==> src/rtl/cp0_tlb_ctrl_if.sv <==
// Bundle between the CP0 TLB controller and its surroundings: the pipeline's
// instruction/MTC0/MFC0 signals plus the TLB write, read and probe ports.
interface cp0_tlb_ctrl_if #(
    parameter int IDX_W = 5
);
    logic             inst_valid;
    logic [1:0]       inst_op;
    logic             busy;
    logic             done;
    logic             cp0_we;
    logic [4:0]       cp0_addr;
    logic [31:0]      cp0_wdata;
    logic [31:0]      cp0_rdata;
    logic             tlb_we;
    logic [IDX_W-1:0] tlb_widx;
    logic [31:0]      tlb_entryhi;
    logic [31:0]      tlb_pagemask;
    logic [31:0]      tlb_entrylo0;
    logic [31:0]      tlb_entrylo1;
    logic [IDX_W-1:0] tlb_ridx;
    logic [31:0]      tlb_r_entryhi;
    logic [31:0]      tlb_r_pagemask;
    logic [31:0]      tlb_r_entrylo0;
    logic [31:0]      tlb_r_entrylo1;
    logic             tlb_probe_req;
    logic             tlb_probe_hit;
    logic [IDX_W-1:0] tlb_probe_idx;

    modport master (
        input  inst_valid, inst_op, cp0_we, cp0_addr, cp0_wdata,
        input  tlb_r_entryhi, tlb_r_pagemask, tlb_r_entrylo0, tlb_r_entrylo1,
        input  tlb_probe_hit, tlb_probe_idx,
        output busy, done, cp0_rdata,
        output tlb_we, tlb_widx, tlb_entryhi, tlb_pagemask, tlb_entrylo0, tlb_entrylo1,
        output tlb_ridx, tlb_probe_req
    );

    modport slave (
        output inst_valid, inst_op, cp0_we, cp0_addr, cp0_wdata,
        output tlb_r_entryhi, tlb_r_pagemask, tlb_r_entrylo0, tlb_r_entrylo1,
        output tlb_probe_hit, tlb_probe_idx,
        input  busy, done, cp0_rdata,
        input  tlb_we, tlb_widx, tlb_entryhi, tlb_pagemask, tlb_entrylo0, tlb_entrylo1,
        input  tlb_ridx, tlb_probe_req
    );
endinterface

==> src/rtl/cp0_tlb_ctrl.sv <==
// CP0-side TLB manager: holds Index/Random/Wired/EntryHi/PageMask/EntryLo0/1 and
// sequences TLBR, TLBWI, TLBWR and TLBP onto the joint TLB's ports.
module cp0_tlb_ctrl #(
    parameter int N_ENTRIES = 32,
    parameter int IDX_W     = 5
) (
    input  logic           clk,
    input  logic           rst,
    cp0_tlb_ctrl_if.master bus
);
    localparam logic [IDX_W-1:0] IDX_MAX = IDX_W'(N_ENTRIES - 1);
    localparam logic [31:0] HI_MASK = 32'hFFFF_E0FF;
    localparam logic [31:0] PM_MASK = 32'h01FF_E000;
    localparam logic [31:0] LO_MASK = 32'h03FF_FFFF;

    typedef enum logic [2:0] {
        S_IDLE       = 3'd0,
        S_WRITE      = 3'd1,
        S_READ       = 3'd2,
        S_READ_WAIT  = 3'd3,
        S_PROBE      = 3'd4,
        S_PROBE_WAIT = 3'd5
    } state_t;

    typedef enum logic [1:0] {
        OP_TLBR  = 2'b00,
        OP_TLBWI = 2'b01,
        OP_TLBWR = 2'b10,
        OP_TLBP  = 2'b11
    } op_t;

    state_t           state_q, state_d;
    logic [31:0]      index_q, index_d;
    logic [IDX_W-1:0] random_q, random_d;
    logic [IDX_W-1:0] wired_q, wired_d;
    logic [31:0]      entryhi_q, entryhi_d;
    logic [31:0]      pagemask_q, pagemask_d;
    logic [31:0]      entrylo0_q, entrylo0_d;
    logic [31:0]      entrylo1_q, entrylo1_d;
    logic             use_rand_q, use_rand_d;
    logic [IDX_W-1:0] wr_rand_q, wr_rand_d;
    logic             mtc0_en;
    logic             global_bit;

    // Next-state, MTC0 commit, Random update and instruction side effects.
    always_comb begin
        state_d    = state_q;
        index_d    = index_q;
        wired_d    = wired_q;
        entryhi_d  = entryhi_q;
        pagemask_d = pagemask_q;
        entrylo0_d = entrylo0_q;
        entrylo1_d = entrylo1_q;
        use_rand_d = use_rand_q;
        wr_rand_d  = wr_rand_q;
        mtc0_en    = bus.cp0_we && (state_q == S_IDLE);

        // A Wired write restarts Random from the top, overriding the decrement.
        if (mtc0_en && (bus.cp0_addr == 5'd6)) begin
            random_d = IDX_MAX;
        end else if (random_q <= wired_q) begin
            random_d = IDX_MAX;
        end else begin
            random_d = random_q - IDX_W'(1);
        end

        if (mtc0_en) begin
            case (bus.cp0_addr)
                5'd0:    index_d    = {index_q[31], {(31-IDX_W){1'b0}}, bus.cp0_wdata[IDX_W-1:0]};
                5'd2:    entrylo0_d = bus.cp0_wdata & LO_MASK;
                5'd3:    entrylo1_d = bus.cp0_wdata & LO_MASK;
                5'd5:    pagemask_d = bus.cp0_wdata & PM_MASK;
                5'd6:    wired_d    = bus.cp0_wdata[IDX_W-1:0];
                5'd10:   entryhi_d  = bus.cp0_wdata & HI_MASK;
                default: index_d    = index_q;
            endcase
        end else begin
            index_d = index_q;
        end

        case (state_q)
            S_IDLE: begin
                if (bus.inst_valid) begin
                    case (op_t'(bus.inst_op))
                        OP_TLBR:  state_d = S_READ;
                        OP_TLBWI: begin
                            state_d    = S_WRITE;
                            use_rand_d = 1'b0;
                        end
                        OP_TLBWR: begin
                            state_d    = S_WRITE;
                            use_rand_d = 1'b1;
                            wr_rand_d  = random_q;
                        end
                        OP_TLBP:  state_d = S_PROBE;
                        default:  state_d = S_IDLE;
                    endcase
                end else begin
                    state_d = S_IDLE;
                end
            end
            S_WRITE:     state_d = S_IDLE;
            S_READ:      state_d = S_READ_WAIT;
            S_READ_WAIT: begin
                entryhi_d  = bus.tlb_r_entryhi & HI_MASK;
                pagemask_d = bus.tlb_r_pagemask & PM_MASK;
                entrylo0_d = bus.tlb_r_entrylo0 & LO_MASK;
                entrylo1_d = bus.tlb_r_entrylo1 & LO_MASK;
                state_d    = S_IDLE;
            end
            S_PROBE:     state_d = S_PROBE_WAIT;
            S_PROBE_WAIT: begin
                if (bus.tlb_probe_hit) begin
                    index_d = {{(32-IDX_W){1'b0}}, bus.tlb_probe_idx};
                end else begin
                    index_d = {1'b1, index_q[30:0]};
                end
                state_d = S_IDLE;
            end
            default:     state_d = S_IDLE;
        endcase
    end

    // State and architectural registers; rst returns everything to power-on values.
    always_ff @(posedge clk) begin
        if (rst) begin
            state_q    <= S_IDLE;
            index_q    <= 32'h0;
            random_q   <= IDX_MAX;
            wired_q    <= {IDX_W{1'b0}};
            entryhi_q  <= 32'h0;
            pagemask_q <= 32'h0;
            entrylo0_q <= 32'h0;
            entrylo1_q <= 32'h0;
            use_rand_q <= 1'b0;
            wr_rand_q  <= {IDX_W{1'b0}};
        end else begin
            state_q    <= state_d;
            index_q    <= index_d;
            random_q   <= random_d;
            wired_q    <= wired_d;
            entryhi_q  <= entryhi_d;
            pagemask_q <= pagemask_d;
            entrylo0_q <= entrylo0_d;
            entrylo1_q <= entrylo1_d;
            use_rand_q <= use_rand_d;
            wr_rand_q  <= wr_rand_d;
        end
    end

    // MFC0 read mux; unmapped register numbers read as zero.
    always_comb begin
        bus.cp0_rdata = 32'h0;
        case (bus.cp0_addr)
            5'd0:    bus.cp0_rdata = index_q;
            5'd1:    bus.cp0_rdata = {{(32-IDX_W){1'b0}}, random_q};
            5'd2:    bus.cp0_rdata = entrylo0_q;
            5'd3:    bus.cp0_rdata = entrylo1_q;
            5'd5:    bus.cp0_rdata = pagemask_q;
            5'd6:    bus.cp0_rdata = {{(32-IDX_W){1'b0}}, wired_q};
            5'd10:   bus.cp0_rdata = entryhi_q;
            default: bus.cp0_rdata = 32'h0;
        endcase
    end

    // TLB port drive. Strobes are masked by rst so an aborted op has no visible effect.
    always_comb begin
        global_bit        = entrylo0_q[0] & entrylo1_q[0];
        bus.busy          = (state_q != S_IDLE);
        bus.done          = ((state_q == S_WRITE) || (state_q == S_READ_WAIT) ||
                             (state_q == S_PROBE_WAIT)) && !rst;
        bus.tlb_we        = (state_q == S_WRITE) && !rst;
        bus.tlb_probe_req = (state_q == S_PROBE) && !rst;
        bus.tlb_widx      = use_rand_q ? wr_rand_q : index_q[IDX_W-1:0];
        bus.tlb_ridx      = index_q[IDX_W-1:0];
        bus.tlb_entryhi   = entryhi_q;
        bus.tlb_pagemask  = pagemask_q;
        bus.tlb_entrylo0  = {entrylo0_q[31:1], global_bit};
        bus.tlb_entrylo1  = {entrylo1_q[31:1], global_bit};
    end
endmodule

==> src/flat_wrapper.sv <==
// flat-port wrapper written by rule: the top's interface ports become plain ports
module cp0_tlb_ctrl_flat 
#(
    parameter int N_ENTRIES = 32,
    parameter int IDX_W     = 5
)
  (clk, rst, bus_inst_valid, bus_inst_op, bus_cp0_we, bus_cp0_addr, bus_cp0_wdata, bus_tlb_r_entryhi, bus_tlb_r_pagemask, bus_tlb_r_entrylo0, bus_tlb_r_entrylo1, bus_tlb_probe_hit, bus_tlb_probe_idx, bus_busy, bus_done, bus_cp0_rdata, bus_tlb_we, bus_tlb_widx, bus_tlb_entryhi, bus_tlb_pagemask, bus_tlb_entrylo0, bus_tlb_entrylo1, bus_tlb_ridx, bus_tlb_probe_req);
  cp0_tlb_ctrl_if #(.IDX_W(IDX_W)) bus_i ();
  input  logic clk;
  input  logic rst;
  input wire logic [$bits(bus_i.inst_valid)-1:0] bus_inst_valid;
  input wire logic [$bits(bus_i.inst_op)-1:0] bus_inst_op;
  input wire logic [$bits(bus_i.cp0_we)-1:0] bus_cp0_we;
  input wire logic [$bits(bus_i.cp0_addr)-1:0] bus_cp0_addr;
  input wire logic [$bits(bus_i.cp0_wdata)-1:0] bus_cp0_wdata;
  input wire logic [$bits(bus_i.tlb_r_entryhi)-1:0] bus_tlb_r_entryhi;
  input wire logic [$bits(bus_i.tlb_r_pagemask)-1:0] bus_tlb_r_pagemask;
  input wire logic [$bits(bus_i.tlb_r_entrylo0)-1:0] bus_tlb_r_entrylo0;
  input wire logic [$bits(bus_i.tlb_r_entrylo1)-1:0] bus_tlb_r_entrylo1;
  input wire logic [$bits(bus_i.tlb_probe_hit)-1:0] bus_tlb_probe_hit;
  input wire logic [$bits(bus_i.tlb_probe_idx)-1:0] bus_tlb_probe_idx;
  output wire logic [$bits(bus_i.busy)-1:0] bus_busy;
  output wire logic [$bits(bus_i.done)-1:0] bus_done;
  output wire logic [$bits(bus_i.cp0_rdata)-1:0] bus_cp0_rdata;
  output wire logic [$bits(bus_i.tlb_we)-1:0] bus_tlb_we;
  output wire logic [$bits(bus_i.tlb_widx)-1:0] bus_tlb_widx;
  output wire logic [$bits(bus_i.tlb_entryhi)-1:0] bus_tlb_entryhi;
  output wire logic [$bits(bus_i.tlb_pagemask)-1:0] bus_tlb_pagemask;
  output wire logic [$bits(bus_i.tlb_entrylo0)-1:0] bus_tlb_entrylo0;
  output wire logic [$bits(bus_i.tlb_entrylo1)-1:0] bus_tlb_entrylo1;
  output wire logic [$bits(bus_i.tlb_ridx)-1:0] bus_tlb_ridx;
  output wire logic [$bits(bus_i.tlb_probe_req)-1:0] bus_tlb_probe_req;
  assign bus_i.inst_valid = bus_inst_valid;
  assign bus_i.inst_op = bus_inst_op;
  assign bus_i.cp0_we = bus_cp0_we;
  assign bus_i.cp0_addr = bus_cp0_addr;
  assign bus_i.cp0_wdata = bus_cp0_wdata;
  assign bus_i.tlb_r_entryhi = bus_tlb_r_entryhi;
  assign bus_i.tlb_r_pagemask = bus_tlb_r_pagemask;
  assign bus_i.tlb_r_entrylo0 = bus_tlb_r_entrylo0;
  assign bus_i.tlb_r_entrylo1 = bus_tlb_r_entrylo1;
  assign bus_i.tlb_probe_hit = bus_tlb_probe_hit;
  assign bus_i.tlb_probe_idx = bus_tlb_probe_idx;
  assign bus_busy = bus_i.busy;
  assign bus_done = bus_i.done;
  assign bus_cp0_rdata = bus_i.cp0_rdata;
  assign bus_tlb_we = bus_i.tlb_we;
  assign bus_tlb_widx = bus_i.tlb_widx;
  assign bus_tlb_entryhi = bus_i.tlb_entryhi;
  assign bus_tlb_pagemask = bus_i.tlb_pagemask;
  assign bus_tlb_entrylo0 = bus_i.tlb_entrylo0;
  assign bus_tlb_entrylo1 = bus_i.tlb_entrylo1;
  assign bus_tlb_ridx = bus_i.tlb_ridx;
  assign bus_tlb_probe_req = bus_i.tlb_probe_req;
  cp0_tlb_ctrl #(.N_ENTRIES(N_ENTRIES), .IDX_W(IDX_W)) u_core (.clk(clk), .rst(rst), .bus(bus_i));
endmodule
==> config.mk <==
export PLATFORM = sky130hd
export DESIGN_NAME = cp0_tlb_ctrl_flat
export DESIGN_NICKNAME = d
export VERILOG_FILES = /design/src/rtl/cp0_tlb_ctrl_if.sv /design/src/rtl/cp0_tlb_ctrl.sv /design/src/flat_wrapper.sv
export SDC_FILE = /design/constraint.sdc
export NUM_CORES = 1
export LEC_CHECK = 0
export BUFFER_PORTS_ARGS = -buffer_cell sky130_fd_sc_hd__buf_2
export CAP_MARGIN = 20
export CORE_MARGIN = 10
export CORE_UTILIZATION = 30
export DETAILED_ROUTE_END_ITERATION = 7
export HOLD_SLACK_MARGIN = 0.06
export PLACE_DENSITY = 0.57
export SLEW_MARGIN = 20
export SYNTH_ARGS = -nofsm -noshare
export SYNTH_HDL_FRONTEND = slang
export SYNTH_SLANG_ARGS = --single-unit
==> constraint.sdc <==
create_clock -name clk -period 1.8 [get_ports clk]
set_input_delay 0.09 -clock clk [delete_from_list [all_inputs] [get_ports clk]]
set_output_delay 0.09 -clock clk [all_outputs]
set_load 0.01 [all_outputs]
Word level (Yosys, flattened, before mapping). Index checks and enable logic that the tools add are counted.

Register bits after elaboration: 142. Bits in latches: 0. Bits in writable memories: 0. Memory bits (read-only): 0. Bits of input ports: 177. Output and inout bits: 174. Memories: 0.

Add/sub/neg operators: 1. Multiply operators: 0. Div/mod/pow operators: 0. $lt $le $gt $ge: 1. Equal/unequal tests: 15. Shifts and indexed selects: 0. Mux-type cells: 22. Bitwise operators: 1. Reduce and logical (&&, ||, !) cells: 30.

Operators with widths (number): $pmux W32 S7 (1); $mux W32 (5); $mux W26 (6); $mux W25 (3); $mux W31 (2); $pmux W3 S3 (2); $reduce_bool A2 Y1 (8); $eq A5 B2 Y1 const B (2); $eq A5 B3 Y1 const B (2); $reduce_and A2 Y1 (5); $reduce_and A3 Y1 (3); $eq A3 B2 Y1 const B (2); $eq A3 B3 Y1 const B (2); $eq A5 B1 Y1 const B (1); $eq A5 B4 Y1 const B (1); $le A5 B5 Y1 (1); $logic_and A1 B1 Y1 (5); $logic_not A5 Y1 (1); $mux W5 (1); $sub A5 B1 Y5 const B (1); $eq A2 B2 Y1 const B (2); $eq A3 B1 Y1 const B (1); $logic_not A3 Y1 (1); $mux W3 (1); other kinds (10) (11).

Logic depth before layout (Yosys ltp). Gate-level depths: netlist (run 1).

Depth in word-level cells: 5. Depth in mapped cells: 8.

Least setup slack after synthesis (run 1). No wires, ideal clock.

Kind: reg2reg. From: reg u_core.state_q[2]. To: reg u_core.entrylo0_q[10]. Library setup time: 142 ps. Data arrival time: 1632 ps. Path slack: 26 ps. Cell stages (with the launch flop): 7. Path buffers: 2. Period minus slack after synthesis: 1774 ps. Cell sequence: dfxtp_1 or4b_4 or3_1 buf_2 buf_6 nand2_1 a311oi_1.

Word-level cells in the longest chain between the ends: 4. Elaborated cells on any way between the ends: 7.

RTL lines: start: declaration (RTL line cp0_tlb_ctrl.sv:32) `state_t state_q, state_d;`; start signal: assignment (RTL line cp0_tlb_ctrl.sv:138) `state_q <= state_d;`; $logic_not A3 Y1 (RTL line cp0_tlb_ctrl.sv:56) `mtc0_en = bus.cp0_we && (state_q == S_IDLE);`; $logic_and A1 B1 Y1 (RTL line cp0_tlb_ctrl.sv:56); $reduce_bool A2 Y1 (no source line); $reduce_and A2 Y1 (no source line); end signal: assignment (RTL line cp0_tlb_ctrl.sv:144) `entrylo0_q <= entrylo0_d;`; end: declaration (RTL line cp0_tlb_ctrl.sv:38) `logic [31:0] entrylo0_q, entrylo0_d;`.

Several ways; a longest one is shown, not always the timed one. A chain may end at the register's enable or synchronous reset.

Worst setup path after layout (run 1).
From: reg u_core.state_q[2]. To: reg u_core.entrylo0_q[24].

The elaborated chain is that of the path after synthesis.

==> results of run 1 <==
==> cell type report <==
class	count	area, um^2
Clock buffer	21	450
Clock inverter	9	178
Fill cell	2117	11700
Inverter	12	45.0
Multi-Input combinational cell	603	3490
Sequential cell	116	2320
Tap cell	280	350
Timing Repair Buffer	455	3240
==> final timing paths <==
path                 startpoint                     to  slack, ns  cells after the start
max           u_core.state_q[2]  u_core.entrylo0_q[24]      -0.06                      6
min           bus_tlb_probe_hit      u_core.index_q[0]       0.10                      5
min reg2reg  u_core.random_q[0]     u_core.random_q[0]       0.46                      1
max reg2reg   u_core.state_q[2]  u_core.entrylo0_q[24]      -0.06                      6
==> flip-flops by register name, indices dropped and copies added, names as in the netlist <==
signal,count
u_core.bus.tlb_entryhi,27
u_core.bus.tlb_pagemask,12
u_core.entrylo0_q,26
u_core.entrylo1_q,26
u_core.index_q,6
u_core.random_q,5
u_core.state_q,3
u_core.use_rand_q,1
u_core.wired_q,5
u_core.wr_rand_q,5
==> metrics by stage <==
stage / TNS [ns] / std cells / setup WS [ns] / hold WS, ns / utilization [%]
floorplan: 0 / 893 / 0.0264 / 0.234 / -
global placement: 0 / 1333 / 0.0149 / 0.373 / 36.5
detailed placement: -0.355 / 1333 / -0.0262 / 0.380 / 36.5
CTS: 0 / 1492 / 0.000136 / 0.0725 / 45.4
global route: -2.52 / 1496 / -0.0962 / 0.119 / 46.3
finish: -0.340 / 1496 / -0.0629 / 0.102 / 46.3
==> repair_timing <==
item,CTS,global route
buffers inserted,0,2
hold buffers,129,0
gates cloned,0,2
hold endpoints to repair,103,0
pin swaps,0,10
resized for setup,4,26
endpoints found under the setup margin,42,91
==> report_power, final <==
group,switching (W),internal (W),total [W]
Combinational,0.000469,0.000485,0.000954
Sequential,0.0000620,0.00264,0.00270
Clock,0.00124,0.00248,0.00372
==> critical path, cell delays in order (launching register included) <==
cell       delay, ns
dfxtp_1         0.31
or4b_4          0.59
nor3_4          0.22
buf_4           0.18
clkbuf_16       0.16
nand2_1         0.06
a311oi_1        0.25
==> logic make-up after synthesis <==
group           Yosys count  share of synthesized area [%]
simple gates            390                           24.8
other cells               1                         0.0566
xor+xnor                  3                          0.397
mux                      21                           3.27
buf+inv                 174                           16.1
compound gates          143                           18.6
flops                   116                           35.1
fa+ha+maj                 9                           1.70
==> cell usage in the layout (no fill, tap or decap), types with 8 or more instances in the layout <==
| cell | n |
|---|---|
| buf_12 | 10 |
| a311oi_1 | 77 |
| nand2_1 | 229 |
| a311oi_2 | 14 |
| buf_4 | 33 |
| dlygate4sd3_1 | 129 |
| dfxtp_1 | 116 |
| nor2_1 | 116 |
| conb_1 | 37 |
| a222oi_1 | 20 |
| ha_1 | 9 |
| clkbuf_16 | 19 |
| a21oi_1 | 8 |
| buf_2 | 275 |
| inv_1 | 12 |
| mux2i_1 | 16 |
==> metal layers <==
metal | global-route usage (%) | share of wire [%]
met5 | 0 | 0
met4 | 7.12 | 2.3
met3 | 5.51 | 9.0
met2 | 32.2 | 48
met1 | 23.4 | 40
==> summary.md, run 1 <==
| Metric | Value |
|---|---|
| Status | `finished, violations left` |
| Failing checks | `negative setup slack` |
| Synth top area share | `35.1%` |
| Layout cells sized above 1 | `31.5%` |
| Leakage | `4.61 nW` |
| Final hold vios | `0` |
| Max Root-Sink Buffers | `2` |
| Synthesis-stage register bit count | `116` |
| Drt first-iter violations | `718` |
| Crit share post-route | `103%` |
| Clock latency on the worst-skew pair | `0.41 ns` |
| Fin nets | `1,391` |
| Synth Instances | `857` |
| Clock sinks | `116` |
| PortBufs | `276` |
| Synth cell count leaders | `229 x nand2_1, 117 x nor2_1, 116 x dfxtp_1` |
| Initial antenna violation count | `1` |
| Die X | `169 um` |
| Global-route wire length before repair | `44.0 mm` |
| Via density per instance | `5.11` |
| Measured slew at the worst slew-check pin | `0.544 ns` |
| Top FF cell, synth | `dfxtp_1` |
| Die Area | `0.0284 mm^2` |
| Worst vdd ir | `0.592 mV` |
| Total Routing Usage GR | `19.4%` |
| Vias in the first global route | `7,635` |
| Slew Limit Headroom | `63.6%` |
| Final slew viol count | `0` |
| Setup violators final | `8` |
| Skew final | `0.00659 ns` |
| Ys Warns | `0` |
| CP Data Required Time | `2.12 ns` |
| H-tree depth | `4` |
| Seq/Total Area, Yosys | `35.1%` |
| Pre-antenna DRT Iters | `8` |
| Die H | `169 um` |
| Rows | `54` |
| RD Place Congestion | `0.838` |
| Area of the core | `0.0218 mm^2` |
| Post-synth cell types | `47` |
| PD cells | `732 mW/mm^2` |
| Design area | `0.0101 mm^2` |
| Clock transition at the registers of the reported paths | `0.05 ns` |
| Critical path class | `register to register` |
| RSZ-0062 raised after global routing | `true` |
| Post-Syn Area per Cell | `7.73 um^2` |
| Startpoint Class | `register` |
| Layout area overhead | `52.1%` |
| Starting Density | `30.4%` |
| Clock root cell | `clkbuf_16` |
| Final ANT Viol Nets | `0` |
| Crit path max fanout | `8` |
| Area post-placement | `0.00794 mm^2` |
| Asr flop ratio synth | `0%` |
| Pwr Total | `0.00737 W` |
| Final HPWL DP | `21.1 mm` |
| Total Routed Length | `29.9 mm` |
| CTS tree | `yes` |
| WL/cell | `20.0 um` |
| Final worst slack | `-0.0629 ns` |
| Synth top area cells | `dfxtp_1 35%, nand2_1 13%, a311oi_1 12%, buf_4 11%, nor2_1 6.6%` |
| Largest net degree at the start of global routing | `49` |
| Vias | `7,640` |
| Minimum clock period | `1.86 ns` |
| Cell taking the most area after synthesis | `dfxtp_1` |
| Top-level I/O count | `351` |
| Max-Cap Viols | `0` |
| Synth Cell Area | `0.00662 mm^2` |
| DRC errors left | `0` |
| Post-synth EDFFs | `0` |
| # diodes | `0` |
| CP endpoint kind | `register` |
| Most common cell in the netlist | `nand2_1` |
| Hold Path Class | `input port to register` |
| CTS Buf Count | `17` |
| Worst EP arrival | `2.18 ns` |
| Fmax | `0.537 GHz` |
| Remaining global-route overflow | `0` |
Power figures use the tool's default switching activity.
==> inputs of run 2 (changes only) <==
Settings changed: CORE_ASPECT_RATIO set to 1.4, REMOVE_ABC_BUFFERS set to 1.
==> run 2 against run 1 <==
Against the previous run: the flow still finishes with violations (negative setup slack); worst setup slack improved by 0.040 ns; clock-buffer cell count shrank 3; final area grew 1.4%; final cell count grew 1.3%; register-to-register slack improved by 0.04 ns; critical path type unchanged; critical endpoint is now u_core.entrylo0_q[11].
==> summary.md, run 2 (synthesis results as in run 1) <==
| Metric | Value |
|---|---|
| Status | `finished, violations left` |
| Failing checks | `negative setup slack` |
| Max Root-Sink Buffers | `2 (unchanged)` |
| Internal power | `0.00544 W (-2.9%)` |
| Crit path cell chain | `or4b_4, or3_4, buf_6, nand2_1, a311oi_2` |
| Crit share post-route | `101% (-2.2 points)` |
| Clock root cell | `clkbuf_16` |
| Total Routed Length | `29.1 mm (-2.6%)` |
| Crit-path leading delay family | `simple AND/OR/NAND/NOR gates` |
| Final ANT Viol Nets | `0 (unchanged)` |
| Area of the core | `0.0218 mm^2 (+0.11%)` |
| Slowest library cell on the worst path | `or4b_4` |
| Worst EP arrival | `2.09 ns (-0.09 ns)` |
| Flop pwr share | `37.1% (+0.5 points)` |
| Hold Path Class | `input port to register` |
| Critical path class | `register to register` |
| DRC errors left | `0 (unchanged)` |
| Fmax | `0.549 GHz (+2.2%)` |
| CTS Buf Count | `17 (unchanged)` |
| Pre-antenna DRT Iters | `6 (-2)` |
| Die X | `146 um (-14%)` |
| Worst r2r dst | `u_core.entrylo0_q[11]` |
| Global-route wire length before repair | `44.2 mm (+0.58%)` |
| Most frequent cells in the layout | `275 x buf_2, 228 x nand2_1, 129 x dlygate4sd3_1` |
| Reg2reg setup slack | `-0.02 ns (+0.04 ns)` |
| Layout cells sized above 1 | `33.0% (+1.5 points)` |
| Worst reg2reg path depth | `5 (-1)` |
| Final worst slack | `-0.0224 ns (+0.0404 ns)` |
| Largest net degree at the start of global routing | `80 (+63%)` |
| RSZ-0062 raised after global routing | `true` |
| Measured slew at the worst slew-check pin | `0.531 ns (-0.0129 ns)` |
| CP endpoint kind | `register` |
| Minimum clock period | `1.82 ns (-0.0404 ns)` |
| Clock latency on the worst-skew pair | `0.41 ns (about the same)` |
| Layout area overhead | `54.2%` |
| Clock power frac | `49.7% (-0.8 points)` |
| Critical Path End | `u_core.entrylo0_q[11]` |
| Rows | `64 (+19%)` |
| WL/cell | `19.2 um (-3.9%)` |
| Crit path max fanout | `13 (+5)` |
| Total Routing Usage GR | `19.3% (-0.13 points)` |
| Final slew viol count | `0 (unchanged)` |
| Vias in the first global route | `7,866 (+3.0%)` |
| Cell count along the critical path | `5 (-1)` |
| Delay of the slowest critical-path stage | `0.60 ns (about the same)` |
| Skew final | `0.00791 ns (+0.00132 ns)` |
| CP Data Required Time | `2.07 ns (-0.05 ns)` |
| Die Area | `0.0285 mm^2 (+0.30%)` |
| Max-Cap Viols | `0 (unchanged)` |
| Via density per instance | `4.95 (-3.1%)` |
| Setup violators final | `12 (+4)` |
| Die H | `196 um (+16%)` |
| PortBufs | `276 (unchanged)` |
| Vias | `7,502 (-1.8%)` |
| Worst vdd ir | `0.596 mV (+0.81%)` |
| CTS tree | `yes` |
| Fin nets | `1,390 (-0.072%)` |
| Drt first-iter violations | `411 (-43%)` |
| Initial antenna violation count | `2 (+1)` |
| Remaining global-route overflow | `0 (unchanged)` |
| Clock transition at the registers of the reported paths | `0.06 ns (about the same)` |
| H-tree depth | `4 (unchanged)` |
| Final hold vios | `0 (unchanged)` |
| P_sw | `0.00182 W (+2.9%)` |
| Sw Ratio | `25.1% (+1.1 points)` |
| Comb power frac | `13.2% (+0.3 points)` |
| Starting Density | `30.4% (-0.035 points)` |
| WP buf/inv | `1 (-1)` |
| Worst hold slack | `0.101 ns (-0.00179 ns)` |
| CP startpoint | `u_core.state_q[2]` |
| Post-layout util | `46.9% (+0.57 points)` |
| Max reg flops | `27 (unchanged)` |
| Startpoint Class | `register` |
| Worst r2r src | `u_core.state_q[2]` |
| Top-level I/O count | `351 (unchanged)` |
| PD cells | `711 mW/mm^2 (-2.9%)` |
| RD Place Congestion | `0.823 (-1.8%)` |
| Leakage | `4.62 nW (+0.21%)` |
| Slew Limit Headroom | `64.6% (+0.99 points)` |
| Commonest non-fill, non-tap cell in the layout | `buf_2` |
| Clock sinks | `116 (unchanged)` |
| Final HPWL DP | `20.4 mm (-3.4%)` |
run 2: worst register-to-register path, stage by stage, from the launching register on:
cell and delay (ns):
dfxtp_1 0.31, or4b_4 0.60, or3_4 0.37, buf_6 0.18, nand2_1 0.12, a311oi_2 0.10
run 2: power by group through the flow:
stage / logic, W / registers, W / clock network [W]
global route: 0.00104 / 0.00270 / 0.00379
CTS: 0.000916 / 0.00269 / 0.00369
global placement: 0.000678 / 0.00275 / 0
detailed placement: 0.000685 / 0.00275 / 0
finish: 0.000960 / 0.00269 / 0.00361
floorplan: 0.000244 / 0.00277 / 0
run 2: per-layer routing:
layer	GRT usage [%]	up-vias	routed length (um)
li1	-	3572	-
met1	21.3	3537	11200
met2	34.3	340	15000
met3	4.86	53	2020
met4	8.45	0	866
met5	0	-	0
run 2: worst min path at each step:
stage,start,to,slack (ns),cells past startpoint
5_1_grt,bus_tlb_r_entrylo1[16],u_core.entrylo1_q[16],0.1,3
3_3_place_gp,bus_cp0_wdata[30],u_core.bus.tlb_entryhi[30],0.36,3
6_report,bus_tlb_r_entrylo1[16],u_core.entrylo1_q[16],0.10,3
3_5_place_dp,bus_cp0_wdata[26],u_core.bus.tlb_entryhi[26],0.37,3
4_1_cts,bus_tlb_r_entrylo1[16],u_core.entrylo1_q[16],0.07,3
2_1_floorplan,rst,u_core.bus.tlb_entryhi[0],0.16,1
run 2: cell type report:
type | count | area (um^2)
clock buffers | 18 | 429
diodes | 2 | 5.00
fillers | 2160 | 11600
inverters | 12 | 45.0
well taps | 297 | 372
multi-input cells | 603 | 3590
repair buffers | 454 | 3270
clock inverters | 14 | 186
flip-flops and latches | 116 | 2320
run 2: stage by stage:
stage	instance area, um^2	TNS [ns]	std cells	total power, W	setup WS, ns
2_1_floorplan	5740	-255.54	731	0.00301	-2.87
3_3_place_gp	7970	-0.340	1349	0.00343	-0.0392
3_5_place_dp	7970	-0.629	1349	0.00343	-0.0852
4_1_cts	9910	-0.165	1510	0.00730	-0.0249
5_1_grt	10200	-2.96	1516	0.00753	-0.0943
6_report	10200	-0.0995	1516	0.00726	-0.0224
run 2: what timing repair did:
item / in CTS / in global routing
gates resized for setup: 10 / 41
pin swaps: 0 / 17
setup endpoints to repair: 38 / 94
gates cloned: 0 / 2
buffers inserted: 0 / 2
hold buffers: 129 / 0
endpoints found under the hold margin: 105 / 0
